==> config.mk <==
export PLATFORM = sky130hd
export DESIGN_NAME = keypad_scanner
export DESIGN_NICKNAME = d
export VERILOG_FILES = /design/src/rtl/keypad_pkg.sv /design/src/rtl/sync2.sv /design/src/rtl/keypad_scanner.sv
export SDC_FILE = /design/constraint.sdc
export NUM_CORES = 1
export LEC_CHECK = 0
export BUFFER_PORTS_ARGS = -buffer_cell sky130_fd_sc_hd__clkbuf_2
export CAP_MARGIN = 15
export CORE_ASPECT_RATIO = 0.9
export CORE_UTILIZATION = 50
export CTS_CLUSTER_SIZE = 12
export DETAILED_ROUTE_END_ITERATION = 16
export GPL_ROUTABILITY_DRIVEN = 0
export PLACE_DENSITY = 0.69
export SYNTH_ARGS = -nofsm -noshare
export SYNTH_HDL_FRONTEND = slang
export SYNTH_HIERARCHICAL = 1
export SYNTH_SLANG_ARGS = --single-unit
export TNS_END_PERCENT = 30
==> constraint.sdc <==
create_clock -name clk -period 5.4 [get_ports clk]
set_input_delay 1.08 -clock clk [delete_from_list [all_inputs] [get_ports clk]]
set_output_delay 1.08 -clock clk [all_outputs]
set_load 0.05 [all_outputs]
==> src/rtl/keypad_pkg.sv <==
// rtl/keypad_pkg.sv - shared types, constants and key-code lookup for the keypad scanner.
package keypad_pkg;

    typedef enum logic [1:0] {
        SCAN      = 2'd0,
        DEB_PRESS = 2'd1,
        PRESSED   = 2'd2,
        DEB_REL   = 2'd3
    } kp_state_t;

    localparam logic [3:0] KEY_NONE = 4'hF;

    typedef struct packed {
        logic       valid;
        logic [3:0] code;
    } key_t;

    // Row-major 4x4 layout; '#' is reported as invalid so the scanner skips it.
    function automatic key_t key_code(input logic [1:0] row_idx, input logic [1:0] col_idx);
        key_t k;
        k.valid = 1'b1;
        k.code  = KEY_NONE;
        case ({row_idx, col_idx})
            4'h0: k.code = 4'h1;
            4'h1: k.code = 4'h2;
            4'h2: k.code = 4'h3;
            4'h3: k.code = 4'hA;
            4'h4: k.code = 4'h4;
            4'h5: k.code = 4'h5;
            4'h6: k.code = 4'h6;
            4'h7: k.code = 4'hB;
            4'h8: k.code = 4'h7;
            4'h9: k.code = 4'h8;
            4'hA: k.code = 4'h9;
            4'hB: k.code = 4'hC;
            4'hC: k.code = 4'hE;
            4'hD: k.code = 4'h0;
            4'hE: k.valid = 1'b0;
            4'hF: k.code = 4'hD;
        endcase
        return k;
    endfunction

endpackage

==> src/rtl/sync2.sv <==
// rtl/sync2.sv - two-flop synchronizer, asynchronous reset to all ones.
module sync2 #(
    parameter int WIDTH = 1
) (
    input  logic             clk,
    input  logic             rst_n,
    input  logic [WIDTH-1:0] d,
    output logic [WIDTH-1:0] q
);

    logic [WIDTH-1:0] meta;

    always_ff @(posedge clk or negedge rst_n) begin
        if (!rst_n) begin
            meta <= '1;
            q    <= '1;
        end else begin
            meta <= d;
            q    <= meta;
        end
    end

endmodule

==> src/rtl/keypad_scanner.sv <==
// rtl/keypad_scanner.sv - 4x4 keypad column scanner with press/release debounce.
module keypad_scanner
    import keypad_pkg::*;
#(
    parameter int SCAN_CYC = 27000,
    parameter int DEB_CYC  = 540000
) (
    input  logic       clk,
    input  logic       rst_n,
    input  logic [3:0] row,
    output logic [3:0] col,
    output logic [3:0] sample,
    output logic       key_stb
);

    localparam int CNT_MAX = (SCAN_CYC > DEB_CYC) ? SCAN_CYC : DEB_CYC;
    localparam int CNT_W   = (CNT_MAX > 1) ? $clog2(CNT_MAX) : 1;
    localparam logic [CNT_W-1:0] SCAN_LAST = CNT_W'(SCAN_CYC - 1);
    localparam logic [CNT_W-1:0] DEB_LAST  = CNT_W'(DEB_CYC - 1);

    logic [3:0]       row_s;
    kp_state_t        state, state_n;
    logic [1:0]       ci, ci_n;
    logic [CNT_W-1:0] cnt, cnt_n;
    logic [3:0]       lat_row, lat_row_n;
    logic [3:0]       lat_code, lat_code_n;
    logic [3:0]       sample_n;
    logic             key_stb_n;
    logic             one_low;
    logic [1:0]       row_idx;
    key_t             hit;

    sync2 #(.WIDTH(4)) u_row_sync (
        .clk   (clk),
        .rst_n (rst_n),
        .d     (row),
        .q     (row_s)
    );

    // Column drive follows ci directly so reset forces 4'b1110 without a clock.
    assign col = ~(4'b0001 << ci);

    always_comb begin
        one_low = 1'b0;
        row_idx = 2'd0;
        case (row_s)
            4'b1110: begin one_low = 1'b1; row_idx = 2'd0; end
            4'b1101: begin one_low = 1'b1; row_idx = 2'd1; end
            4'b1011: begin one_low = 1'b1; row_idx = 2'd2; end
            4'b0111: begin one_low = 1'b1; row_idx = 2'd3; end
            default: ;
        endcase
    end

    assign hit = key_code(row_idx, ci);

    always_ff @(posedge clk or negedge rst_n) begin
        if (!rst_n) begin
            state    <= SCAN;
            ci       <= 2'd0;
            cnt      <= '0;
            lat_row  <= 4'hF;
            lat_code <= KEY_NONE;
            sample   <= KEY_NONE;
            key_stb  <= 1'b0;
        end else begin
            state    <= state_n;
            ci       <= ci_n;
            cnt      <= cnt_n;
            lat_row  <= lat_row_n;
            lat_code <= lat_code_n;
            sample   <= sample_n;
            key_stb  <= key_stb_n;
        end
    end

    always_comb begin
        state_n    = state;
        ci_n       = ci;
        cnt_n      = cnt;
        lat_row_n  = lat_row;
        lat_code_n = lat_code;
        sample_n   = sample;
        key_stb_n  = 1'b0;
        case (state)
            SCAN: begin
                if (cnt == SCAN_LAST) begin
                    cnt_n = '0;
                    if (one_low && hit.valid) begin
                        lat_row_n  = row_s;
                        lat_code_n = hit.code;
                        state_n    = DEB_PRESS;
                    end else begin
                        ci_n = ci + 2'd1;
                    end
                end else begin
                    cnt_n = cnt + 1'b1;
                end
            end
            DEB_PRESS: begin
                if (row_s != lat_row) begin
                    cnt_n   = '0;
                    ci_n    = ci + 2'd1;
                    state_n = SCAN;
                end else if (cnt == DEB_LAST) begin
                    cnt_n     = '0;
                    sample_n  = lat_code;
                    key_stb_n = 1'b1;
                    state_n   = PRESSED;
                end else begin
                    cnt_n = cnt + 1'b1;
                end
            end
            PRESSED: begin
                // Other rows in this column going low are deliberately ignored.
                if (row_s == 4'hF) begin
                    cnt_n   = '0;
                    state_n = DEB_REL;
                end
            end
            DEB_REL: begin
                if (row_s != 4'hF) begin
                    cnt_n   = '0;
                    state_n = PRESSED;
                end else if (cnt == DEB_LAST) begin
                    cnt_n    = '0;
                    sample_n = KEY_NONE;
                    ci_n     = ci + 2'd1;
                    state_n  = SCAN;
                end else begin
                    cnt_n = cnt + 1'b1;
                end
            end
            default: state_n = SCAN;
        endcase
    end

endmodule
==> results_dict.tcl <==
set metrics [dict create \
    place_ws_ns 2.78 \
    port_buffers 14 \
    worstHoldStart "u_row_sync/meta[3]" \
    hold_slack_ns 0.358 \
    cp_max_fo 7 \
    grt_max_degree 46 \
    hold_path_class "reg2reg" \
    syn-instance-count 285 \
    slew-limit-headroom 0.402 \
    holdPathStages 0 \
    fin_nets 309 \
    cap_violations 0 \
    drt_iter0_markers 126 \
    ir_drop_uv 159 \
    worst_slack_ns 2.74 \
    cp.arrival_ns 2.85 \
    finalClockSkew_ns 0.00878 \
    holdBufCountCts 0 \
    tns_ns 0 \
    ys.flop_type "dfrtp_1" \
    ant_nets 0 \
    rrSetupSlack_ns 2.74 \
    final_common_cell "nor2_1" \
    clock-sinks 45 \
    synthesis.nets 301 \
    path_buf_inv 1 \
    worstPathRequired_ns 5.59 \
    syn-mean-instance-area_um2 9.21 \
    cts_tree "yes" \
    vias 2077 \
    fmax_ghz 0.377 \
    ys_seq_area_frac 0.439 \
    setup_violations 0 \
    grt_pass1_wl_um 9060 \
    dieArea_mm2 0.00554 \
    synth-edff-count 0 \
    cp_cell_sequence "inv_1 > ha_1 > or3b_2 > a31oi_1 > o2bb2ai_1 > nand2_1 > a221oi_1 > mux2_2" \
    critPathKind "reg2reg" \
    cts_resized 0 \
    syn-cell-area_mm2 0.00263 \
    core_area_mm2 0.00495 \
    startpoint_type "register" \
    io_pins 15 \
    dp.final_hpwl_um 3590 \
    fin_crit_ns 2.66 \
    diodes 0 \
    drcViolationCount 0 \
    layout_worst_path_cycle_share 0.492 \
    yosys_warnings 6 \
    hold_viol 0 \
    clk_pin_slew_ns 0.08 \
    cts_htree_levels 2 \
    cts_buffers 5 \
    start_util 0.530 \
    globalRouteOverflowTotal 0 \
    worstMarginPinSlew_ns 0.896 \
    clk_path_buf_depth 2 \
    grt_pass1_vias 1889 \
    worstReg2RegStart "ci[0]" \
    pwr_density_cell_mw_per_mm2 226 \
    crit_family "compound AO/OA/AOI/OAI gates" \
    rr_worst_depth 8 \
    cts-root-buf "clkbuf_8" \
    routedWlPerCell_um 14.6 \
    syn_to_final_growth_pct 7.96 \
    antenna_found_initial 0 \
    status "finished, final reports clean" \
    die_h_um 70.7 \
    maxSlewViolCount 0 \
    routed_wl_um 5230 \
    drive_above_1_share 0.194 \
    cts_setup_buffers 0 \
    leakagePower_nw 1.18 \
    p_total_uw 639 \
    most-common-layout-cells "37 x nor2_1, 26 x nand2_1, 25 x dfrtp_1, 20 x dfstp_2, 15 x a21oi_1" \
    cp-end-kind "register" \
    synthDistinctLibCells 53 \
    rows 24 \
    worst_path_max_delay_cell "or3b_2" \
    track_usage 0.214 \
    holdPathEnd "u_row_sync/q[3]" \
    clk_latency_ns 0.30 \
    synth-seq-cells 45 \
    die_x_um 78.4 \
    drt_first_pass_iters 5 \
    r2r_end "state[1]" \
    max_stage_delay_ns 0.46 \
    viasPerCell 5.79 \
    async_reset_ff_frac 1.00 \
    rsz0062_at_grt "no" \
]
where the power goes:
| group | internal [mW] | switching [mW] | leakage, nW |
|---|---|---|---|
| combinational | 0.00989 | 0.0149 | 0.581 |
| clock | 0.151 | 0.113 | 0.0585 |
| sequential | 0.343 | 0.00747 | 0.543 |
| total | 0.504 | 0.135 | 1.18 |
worst max-delay path by stage:
stage / startpoint / endpoint / cells after the start
CTS: ci[0] / state[1] / 8
detailed placement: ci[0] / state[1] / 8
global route: ci[0] / state[1] / 8
floorplan: ci[0] / state[1] / 8
global placement: ci[0] / state[1] / 8
finish: ci[0] / state[1] / 8
area by class of cell:
cell class / count / area [µm²]
Clock buffer: 7 / 86.3
Tap cell: 65 / 81.3
Multi-Input combinational cell: 215 / 1370
Fill cell: 455 / 2120
Inverter: 11 / 41.3
Timing Repair Buffer: 15 / 77.6
Sequential cell: 45 / 1150
Clock inverter: 1 / 30.0
metal layers:
layer	track usage	vias up	part of all wire
li1	-	1021	-
met5	0	-	0
met4	0.0741	0	0.014
met1	0.310	1010	0.51
met2	0.308	41	0.43
met3	0.0619	5	0.040
through the flow:
stage | instances | utilization | instance area [µm²]
after floorplan | 285 | - | 2630
after global placement | 351 | 0.548 | 2720
after detailed placement | 351 | 0.548 | 2720
after CTS | 359 | 0.572 | 2830
after global routing | 359 | 0.572 | 2830
final | 359 | 0.572 | 2830
synth_stat cells, types with 2 or more instances:
library cell	instances	area [µm²]
nand4_1	6	37.5
o31ai_1	2	15.0
nand3b_1	2	15.0
ha_1	10	125
clkbuf_1	5	18.8
a31oi_1	3	18.8
a22o_1	4	35.0
buf_1	3	11.3
a221oi_1	2	17.5
mux2i_1	2	20.0
nor2b_1	3	18.8
mux2_2	7	78.8
xnor2_1	6	52.6
o21ai_0	14	70.1
nor3_1	11	55.1
and2_1	3	18.8
and3_1	4	25.0
and4bb_2	2	25.0
nor3b_1	2	15.0
nor2_1	37	139
nand2b_1	3	18.8
xor2_1	11	96.3
dfrtp_1	25	626
dfstp_2	20	526
nor4_1	5	31.3
o21ai_1	2	10.0
nand3_1	12	60.1
buf_2	5	25.0
a21oi_1	15	75.1
inv_1	11	41.3
nand2_1	26	97.6
sequential cells by signal (all words and copies together), names as in the netlist:
register / flops
ci: 2
cnt: 20
key_stb: 1
lat_code: 4
lat_row: 4
sample: 4
state: 2
u_row_sync/meta: 4
u_row_sync/q: 4
cells by family after synthesis:
kind of cell	Yosys count	share of synthesized area
simple gates	125	0.245
compound gates	54	0.134
flops	45	0.439
buf+inv	25	0.0410
xor+xnor	17	0.0567
fa+ha+maj	10	0.0477
mux	9	0.0377
worst register-to-register path, cell delays in order, from the launching register on:
cell and delay [ns]:
dfrtp_1 0.41, inv_1 0.08, ha_1 0.29, or3b_2 0.46
a31oi_1 0.17, o2bb2ai_1 0.19, nand2_1 0.09, a221oi_1 0.46
mux2_2 0.39
Note: power is estimated with default switching activity, not from simulation.
